`src/rtl/spm_pkg.sv`:
```
// Shared types and helpers for the spm serial-parallel multiplier family.
package spm_pkg;

  typedef enum logic [1:0] {
    IDLE,
    RUN,
    DONE
  } spm_state_e;

  // Width of the RUN-cycle counter for a given operand width.
  function automatic int spm_cnt_w(input int width);
    return $clog2(2 * width);
  endfunction

endpackage

```
`src/rtl/spm_csa_cell.sv`:
```
// One bit of the carry-save chain: registered sum and carry, synchronous clear.
// NEG selects the negating variant (complemented partial product plus a
// carry-in of 1 on the first RUN cycle) used for the sign bit of x when
// SPM_SIGNED_EN is defined.
module spm_csa_cell #(
  parameter bit NEG = 1'b0
) (
  input  logic clk,
  input  logic rst,
  input  logic clr,
  input  logic en,
  input  logic first,
  input  logic pp,
  input  logic sum_in,
  output logic sum_q,
  output logic sum_d
);

  logic carry_q;
  logic carry_d;
  logic pp_eff;
  logic cin_eff;

  // Full add of partial product, upstream sum and own carry; the negating
  // cell complements its partial product and injects the +1 once.
  always_comb begin
    pp_eff  = NEG ? ~pp : pp;
    cin_eff = carry_q | (NEG & first);
    {carry_d, sum_d} = {1'b0, pp_eff} + {1'b0, sum_in} + {1'b0, cin_eff};
  end

  // Sum and carry flops advance only while the multiplier is running.
  always_ff @(posedge clk) begin
    if (rst || clr) begin
      sum_q   <= 1'b0;
      carry_q <= 1'b0;
    end else if (en) begin
      sum_q   <= sum_d;
      carry_q <= carry_d;
    end
  end

endmodule

```
`src/rtl/spm_stream_mult.sv`:
```
// Serial-parallel multiplier with valid/ready operand and result handshakes.
// Emits the product LSB first on p_bit and collects it into p.
// Optional two's-complement mode: define SPM_SIGNED_EN.
module spm_stream_mult
  import spm_pkg::*;
#(
  parameter int WIDTH = 32
) (
  input  logic                 clk,
  input  logic                 rst,
  input  logic                 in_valid,
  output logic                 in_ready,
  input  logic [WIDTH-1:0]     x,
  input  logic [WIDTH-1:0]     y,
  output logic                 p_bit,
  output logic                 p_bit_valid,
  output logic                 out_valid,
  input  logic                 out_ready,
  output logic [2*WIDTH-1:0]   p,
  output logic                 busy
);

  localparam int CNT_W = spm_cnt_w(WIDTH);
  localparam logic [CNT_W-1:0] CNT_LAST = CNT_W'(2 * WIDTH - 1);

  spm_state_e       state;
  spm_state_e       state_nx;
  logic [CNT_W-1:0] cnt;
  logic [WIDTH-1:0] xr;
  logic [WIDTH-1:0] ys;
  logic [WIDTH-1:0] sum_q;
  logic [WIDTH-1:0] sum_d;
  logic [WIDTH-1:0] sum_in;
  logic             accept;
  logic             first_cyc;
  logic             fill;
  logic             unused_taps;

  assign accept    = in_valid && in_ready;
  assign first_cyc = p_bit_valid && (cnt == '0);
  assign sum_in    = {1'b0, sum_q[WIDTH-1:1]};
  assign p_bit     = p_bit_valid & sum_d[0];
  assign unused_taps = ^{sum_q[0], sum_d[WIDTH-1:1]};

`ifdef SPM_SIGNED_EN
  assign fill = ys[WIDTH-1];
`else
  assign fill = 1'b0;
`endif

  // State register.
  always_ff @(posedge clk) begin
    if (rst) begin
      state <= IDLE;
    end else begin
      state <= state_nx;
    end
  end

  // Next-state and handshake outputs.
  always_comb begin
    state_nx    = state;
    in_ready    = 1'b0;
    out_valid   = 1'b0;
    p_bit_valid = 1'b0;
    busy        = 1'b0;
    case (state)
      IDLE: begin
        in_ready = 1'b1;
        if (in_valid) state_nx = RUN;
      end
      RUN: begin
        p_bit_valid = 1'b1;
        busy        = 1'b1;
        if (cnt == CNT_LAST) state_nx = DONE;
      end
      DONE: begin
        out_valid = 1'b1;
        busy      = 1'b1;
        if (out_ready) state_nx = IDLE;
      end
      default: state_nx = IDLE;
    endcase
  end

  // Operand capture, serial operand shift, product collection and counter.
  always_ff @(posedge clk) begin
    if (rst) begin
      xr  <= '0;
      ys  <= '0;
      p   <= '0;
      cnt <= '0;
    end else if (accept) begin
      xr  <= x;
      ys  <= y;
      p   <= '0;
      cnt <= '0;
    end else if (p_bit_valid) begin
      ys <= {fill, ys[WIDTH-1:1]};
      p  <= {p_bit, p[2*WIDTH-1:1]};
      if (cnt != CNT_LAST) cnt <= cnt + CNT_W'(1);
    end
  end

  for (genvar i = 0; i < WIDTH; i++) begin : g_cell
`ifdef SPM_SIGNED_EN
    localparam bit IS_NEG = (i == WIDTH - 1);
`else
    localparam bit IS_NEG = 1'b0;
`endif
    spm_csa_cell #(.NEG(IS_NEG)) u_cell (
      .clk    (clk),
      .rst    (rst),
      .clr    (accept),
      .en     (p_bit_valid),
      .first  (first_cyc),
      .pp     (xr[i] & ys[0]),
      .sum_in (sum_in[i]),
      .sum_q  (sum_q[i]),
      .sum_d  (sum_d[i])
    );
  end

endmodule

```
`config.mk`:
```
export PLATFORM = sky130hd
export DESIGN_NAME = spm_stream_mult
export DESIGN_NICKNAME = d
export VERILOG_FILES = /design/src/rtl/spm_pkg.sv /design/src/rtl/spm_csa_cell.sv /design/src/rtl/spm_stream_mult.sv
export SDC_FILE = /design/constraint.sdc
export NUM_CORES = 1
export LEC_CHECK = 0
export CORE_MARGIN = 2
export CORE_UTILIZATION = 48
export DETAILED_ROUTE_END_ITERATION = 16
export PLACE_DENSITY_LB_ADDON = 0.12
export SLEW_MARGIN = 0
export SYNTH_ARGS = -nofsm -noshare
export SYNTH_HDL_FRONTEND = slang
export SYNTH_SLANG_ARGS = --single-unit
```
`constraint.sdc`:
```
create_clock -name clk -period 1.5 [get_ports clk]
set_input_delay 0.225 -clock clk [delete_from_list [all_inputs] [get_ports clk]]
set_output_delay 0.225 -clock clk [all_outputs]
set_load 0.03 [all_outputs]
```
After elaboration in Yosys (flattened, before gate mapping)
Cells that the tools add are included.

storage, ports and cells
  flip-flop bits (word level) = 199
  bits in latches = 0
  bits in writable memories = 0
  bits in read-only memories = 0
  input bits = 68
  output and inout bits = 69
  logic and storage cells = 190
  memories = 0

operators by class
  $add $sub $neg = 64
  multiply operators = 0
  div/mod/pow operators = 0
  magnitude comparators = 0
  eq/ne operators = 7
  shifts and indexed selects = 0
  muxes and demuxes = 10
  bitwise operators = 33
  reductions and logical operators = 8

operators by type and width
  operator             count
  $add 1x1->2          32
  $mux 32              2
  $add 2x1->2          31
  $and 1x1->1          33
  $add 6x1->6 const B  1
  $eq 6x6->1 const B   1
  $mux 2               3
  $ne 2x2->1 const B   3
  $ne 6x6->1 const B   1
  $pmux 2 s3           1
  $mux 1               4
  $reduce_or 2->1      2
  $reduce_and 3->1     1
  $eq 2x1->1 const B   1
  $eq 2x2->1 const B   1
  $logic_not 2->1      1
  $reduce_and 2->1     1
  $reduce_bool 2->1    1
  $logic_and 1x1->1    1
  $logic_or 1x1->1     1

Longest topological paths before layout
  depth in word-level cells = 4
  gate-level depth with buffers = 7
  depth with buffers taken out = 5

Hierarchy
From an unflattened synthesis, not the netlist that was laid out.

unflattened totals
  cells, all modules = 810
  area, all modules = 8,305.5 um2

by module, submodules not included
  module           times used  cells an instance  area an instance (um2)  seq. area each (um2)
  spm_stream_mult  1           586                5,422.7                 2,722.6
  spm_csa_cell     32          7                  90.1                    40.0

Least setup slack after synthesis
No wires, ideal clock.

  kind = flip-flop to output port
  start point = register ys[0]
  end point = output p_bit
  arrival = 1.594 ns
  data required time = 1.275 ns
  path slack = -0.319 ns
  stages on the path, launching flop included = 5
  buffers on the path = 1
  cell sequence = dfxtp_1 clkbuf_1 nand2_1 fa_1 nor2_1

on the way
  cells in the longest elaborated chain, start to end = 4

ends and longest elaborated chain
  element                 RTL line                text
  from (decl)             spm_stream_mult.sv:30   logic [WIDTH-1:0] ys;
  from (signal assigned)  spm_stream_mult.sv:95   ys <= y;
  from (signal assigned)  spm_stream_mult.sv:99   ys <= {fill, ys[WIDTH-1:1]};
  $and 1x1->1             spm_stream_mult.sv:117  .pp (xr[i] & ys[0]),
  $add 1x1->2             spm_csa_cell.sv:29      {carry_d, sum_d} = {1'b0, pp_eff} + {1'b0, sum_in} + {1'b0, cin_eff};
  $add 2x1->2             spm_csa_cell.sv:29
  $and 1x1->1             spm_stream_mult.sv:42   assign p_bit = p_bit_valid & sum_d[0];
  to (decl)               spm_stream_mult.sv:15   output logic p_bit,

Every way passes these cells.

Worst setup path after layout
Ends and elaborated chain as after synthesis.

==> results by group <==
Status
  – Run status: finished, violations left
  – Failing checks: negative setup slack

Critical path
  – Crit. path cell count: 4
  – Crit path DAT: 1.60 ns
  – Family with the most delay on the worst path: adder cells
  – CP max-delay cell: fa_2
  – Critical path endpoint category: output pin
  – CP Launch Type: register
  – Reg2reg path depth: 7
  – Buffers & Inverters on Critical Path: 1
  – WP data required: 1.27 ns
  – Setup CP Type: register to output pin
  – Worst-path fanout max: 2
  – Crit-path max cell delay: around 0.57 ns
  – Crit-path cells: nand2_4 > fa_2 > nor2_4 > buf_6

Clock tree
  – Worst skew pair latency: 0.43 ns
  – H-tree depth: 4
  – CTS Buf Count: 17
  – Max clock buf depth: 2
  – CTS tree: yes
  – Clk slew on worst S/H paths: 0.07 ns
  – Clock root buffer: clkbuf_16
  – CTS Sinks: slightly below 200

Timing
  – Final Max Slew Viols: 0
  – Max Fclk: 0.548 GHz
  – Final worst-path cycle share: 122%
  – Worst-Margin Slew: 0.327 ns
  – Setup violators final: 52
  – Final hold vios: 0
  – RSZ-0062 raised after global routing: true
  – Slew HR: 78.1%
  – Worst Skew: between 0.01 and 0.015 ns
  – Worst hold slack: 0.0588 ns
  – PnR worst setup slack: -0.324 ns
  – Post-layout min period: approximately 1.8 ns

Hold path
  – Worst min-delay path class: input port to register
  – WHS Path Cells: 2

Power and ir drop
  – P_leak: approximately 4.4 nW
  – Pwr Density: 1480 nW/um2
  – Peak supply drop: 0.00103 V
  – Pwr Total: 0.0170 W

GRT
  – First-pass GRT wire length: 27.8 mm
  – Overflow left after global routing: 0
  – Initial antenna violation count: 0
  – Total GRT Usage: 18.8%
  – Largest net degree at the start of global routing: 80
  – Vias in the first global route: approximately 5.8k

Synth
  – Synthesis Warnings: 0
  – Flops & latches, synth: 199
  – Cell area after synthesis: 8260 um2
  – Syn_nets: 955
  – Count of different cell masters after synthesis: 26
  – Syn avg cell area: 9.71 um2
  – Seq/Total Area, Yosys: 48.2%
  – Syn Inst Count: 850

Layout
  – Share of post-route cells with drive strength above 1: 20.3%
  – Most frequent cells in the layout: dfxtp_1 (193), nor2_1 (158), mux2i_1 (125)
  – Nets: 1104
  – Syn-to-layout area delta: 39.3%
  – Commonest non-fill, non-tap cell in the layout: dfxtp_1
  – ANT cells: 0
  – Finished Layout Cells: between 1k and 1.5k

Die
  – Std-Cell Rows: 47
  – I/O pin count: 137
  – Core area: 16700 um2
  – DIE WIDTH: around 140 um
  – Starting density of the core: 49.4%
  – Die area: 18300 um2
  – Die height: between 100 and 150 um

Route
  – Met3 wire length: 628 um
  – Avg Vias per Cell: 5.05
  – DR WL/cell: 14.5 um
  – DR WL met2: 8.74 mm
  – Total number of vias: 6212
  – 1st-pass router iterations: 4
  – Top sig layer: met4
  – Residual DRC: 0
  – DR iter-0 viols: between 200 and 300
  – Met1 Wirelength: approximately 8.3 mm
  – ANT nets after route: 0
  – Routed WL: around 18 mm

Placed design
  – Post-DP HPWL: 10.5 mm
  – Port Buf Inserts: 136
  – Final Wtd Congestion: 0.772
  – Post-placement cell count: approximately 1.2k

Run
  – Max cap viols: 0
==> synth_stat cells (all sizes together) <==
cell type	n	share of area (%)
dfxtp	199	48
nor2	159	7.2
mux2i	127	15
nand2	88	4.0
a211oi	68	6.2
buf	44	2.9
inv	37	1.7
a21oi	36	2.2
fa	31	7.5
and2	16	1.2
clkbuf	16	0.73
ha	6	0.91
nand2b	4	0.30
a31oi	3	0.23
nand3	3	0.18
and3	2	0.15
and4	2	0.21
nor2b	2	0.15
nor3	2	0.12
a2111oi	1	0.12
a21boi	1	0.091
nor4b	1	0.11
o21ai	1	0.061
or4	1	0.091
==> state kept, by name, indices dropped and copies added, names as in the netlist <==
register               count
ys                        32
g_cell.u_cell.sum_q       31
state                      2
g_cell.u_cell.carry_q     32
cnt                        6
p                         64
xr                        32
==> per-layer routing <==
layer | global-route usage [%] | vias up
met5 | 0 | -
met4 | 4.86 | 0
met3 | 4.12 | 12
met2 | 30.6 | 117
met1 | 25.7 | 2943
li1 | - | 3140
==> per-stage QoR <==
step,setup slack (ns),utilization [%],TNS [ns],area [um2]
3_5_place_dp,-0.220,60.4,-9.24,10100
4_1_cts,-0.378,64.7,-3.86,10800
3_3_place_gp,-0.167,60.4,-6.85,10100
6_report,-0.324,68.9,-5.10,11500
5_1_grt,-0.363,68.9,-7.53,11500
2_1_floorplan,-0.0379,-,-0.0379,8370
==> path summary, 6_finish.rpt <==
| check | start | endpoint | slack [ns] |
|---|---|---|---|
| setup / recovery | ys[0] | p_bit | -0.32 |
| hold / removal | rst | state[1] | 0.06 |
| setup reg to reg | ys[0] | g_cell[20].u_cell.sum_q | -0.19 |
| hold reg to reg | xr[13] | xr[13] | 0.46 |
==> layout make-up <==
type	count	area, um2
Clock inverter	7	72.6
Clock buffer	23	468
Tap cell	220	275
Multi-Input combinational cell	554	4320
Fill cell	1302	5200
Inverter	37	146
Sequential cell	199	4000
Timing Repair Buffer	190	2220
==> power breakdown <==
part / switching (W) / internal [W] / total, W
Combinational: 0.00323 / 0.00332 / 0.00654
Sequential: 0.000354 / 0.00585 / 0.00620
Clock: 0.00191 / 0.00236 / 0.00427
Total: 0.00549 / 0.0115 / 0.0170
==> cell families after synthesis <==
| logic type | after synthesis | synth area share, % |
|---|---|---|
| multiplexers | 127 | 15.4 |
| flip-flops | 199 | 48.2 |
| buffers and inverters | 97 | 5.30 |
| adder cells (fa/ha/maj) | 37 | 8.43 |
| AND/OR/NAND/NOR | 280 | 13.8 |
| AO/OA/AOI/OAI | 110 | 8.86 |
==> what timing repair did <==
| action | CTS | global route |
|---|---|---|
| endpoints found under the setup margin | 90 | 120 |
| gates cloned | 3 | 9 |
| pin swaps | 6 | 49 |
| setup buffers | 7 | 6 |
| gates resized for setup | 91 | 120 |
| hold endpoints to repair | 0 | 0 |
| hold buffers | 0 | 0 |
(Power assumes the default switching activity.)
==> patch, RTL diff (same settings) <==
The option `SPM_SIGNED_EN` is turned on by a define.
--- a/src/rtl/spm_stream_mult.sv
+++ b/src/rtl/spm_stream_mult.sv
@@ -1,6 +1,8 @@
 // Serial-parallel multiplier with valid/ready operand and result handshakes.
 // Emits the product LSB first on p_bit and collects it into p.
 // Optional two's-complement mode: define SPM_SIGNED_EN.
+`define SPM_SIGNED_EN
+
 module spm_stream_mult
   import spm_pkg::*;
 #(
Check against the original RTL: no difference found for any inputs over 4 cycles, from zero or initial values and one cycle with rst high; that may be too few to reach the edited logic, so the function may still have changed.
==> patch against the original RTL <==
- the flow still finishes with violations (setup timing)
- synthesized area up 1.0%
- wire length is 4.9% lower
- synthesized cell count is 1.1% higher
- combinational power is 35% lower
- largest cell class unchanged
- register-to-register slack improved by 0.13 ns
- power down 15%
- final area shrank 4.2%
- sequential cell count unchanged
- setup slack improved by 0.014 ns
==> patch: results (changes against the original RTL) <==
| Metric | Value |
|---|---|
| Final setup fails | `12 (-77%)` |
| Area after DPL | `10000 um^2 (-0.72%)` |
| Share of layout cells above drive strength 1 | `12.9% (-7.4 points)` |
| Mapped Cells | `859 (+1.1%)` |
| Initial DRC count | `293 (+4.6%)` |
| Hold Path End | `state[0]$_SDFFE_PP0P_` |
| Post-Synth XOR/XNOR Area | `0.105% (+0.11 points)` |
| Fin nets | `1101 (-0.27%)` |
| Reg2reg path depth | `8 (+1)` |
| Post-layout util | `64.4% (-4.5 points)` |
| Fraction of area in multi-input gates | `36.4% (-1.1 points)` |
| Post-synthesis adder-cell area fraction | `8.49% (+0.065 points)` |
| Mux contribution to synthesized area | `14.4% (-0.99 points)` |
| Post-synthesis compound-gate area fraction | `9.26% (+0.39 points)` |
| Synth Area per Inst | `9.71 um^2 (about the same)` |
| CP arrival | `1.58 ns (-0.02 ns)` |
| Seq/Total Area, Yosys | `47.8% (-0.48 points)` |
| R2r setup slk | `-0.06 ns (+0.13 ns)` |
| First-pass GRT wire length | `26700 um (-4.0%)` |
| Reg-to-Reg Start | `state[1]$_SDFFE_PP0P_` |
| FF+latch area | `3990 um^2 (-0.13%)` |
| CP max stage delay | `0.61 ns (+0.04 ns)` |
| Fmax | `553 MHz (+0.79%)` |
| Worst Skew | `0.00640 ns (-0.00632 ns)` |
| Final WL | `17000 um (-4.9%)` |
| Buffers excl. clock | `178 (-6.3%)` |
| Dpl hpwl | `10300 um (-1.6%)` |
| Worst Slack Setup Final | `-0.310 ns (+0.0142 ns)` |
| Routed len/inst | `13.8 um (-5.2%)` |
| Multi-input gates | `550 (-0.72%)` |
| Initial antenna violation count | `0 (unchanged)` |
| Largest net degree at the start of global routing | `67 (-16%)` |
| Placed insts | `1184 (+0.77%)` |
| Commonest cells post-synth | `dfxtp_1 (199), nor2_1 (163), mux2i_1 (120), nand2_1 (91), a211oi_1 (73)` |
| Net Count, Synth | `965 (+1.0%)` |
| Leakage | `0.00423 uW (-4.9%)` |
| Pre-CTS setup slack | `-0.0246 ns (+0.196 ns)` |
| Failing checks | `setup timing` |
| Fin Setup TNS | `-0.614 ns (+4.49 ns)` |
| Layout clock buffer count | `18 (-22%)` |
| GRT Total Usage | `18.0% (-0.83 points)` |
| Peak VDD IR | `0.923 mV (-10%)` |
| Non-clk invs | `49 (+32%)` |
| Status | `finished with violations` |
| Hold_ws | `0.315 ns (+0.256 ns)` |
| Via count | `6083 (-2.1%)` |
| RePlAce Congestion | `0.719 (-6.8%)` |
| Ranking of synthesized cells by area | `dfxtp_1 (48%), mux2i_1 (14%), fa_1 (7.4%), nor2_1 (7.3%), a211oi_1 (6.6%)` |
| Fillcell total | `1454 (+12%)` |
| Hold path cells | `3 (+1)` |
| Worst Setup SP | `g_cell[0].u_cell.carry_q$_SDFFE_PP0P_` |
-- patch: cell types whose count changed after synthesis, moves of 5 or more --
cell	change
buf_6	+12
inv_1	+12
mux2i_1	-7
buf_2	-6
a211oi_1	+5
-- patch: routing by layer --
metal / global-route usage, % / vias to the layer above / wire (um)
met5: 0 / - / 0
met4: 6.25 / 0 / 223
met3: 3.36 / 15 / 593
met2: 28.1 / 100 / 7960
met1: 25.2 / 2848 / 8200
li1: - / 3120 / -
-- patch: power breakdown --
part / internal [uW] / switching, uW / total (uW)
Combinational: 2100 / 2160 / 4260
Clock: 2170 / 2010 / 4180
Sequential: 5750 / 254 / 6000
Total: 10000 / 4420 / 14400
-- patch: timing repair --
| item | CTS | global route |
|---|---|---|
| pin swaps | 5 | 7 |
| hold buffers | 0 | 0 |
| gates cloned | 3 | 6 |
| setup buffers | 7 | 2 |
| resized for setup | 97 | 32 |
| setup endpoints to repair | 89 | 75 |
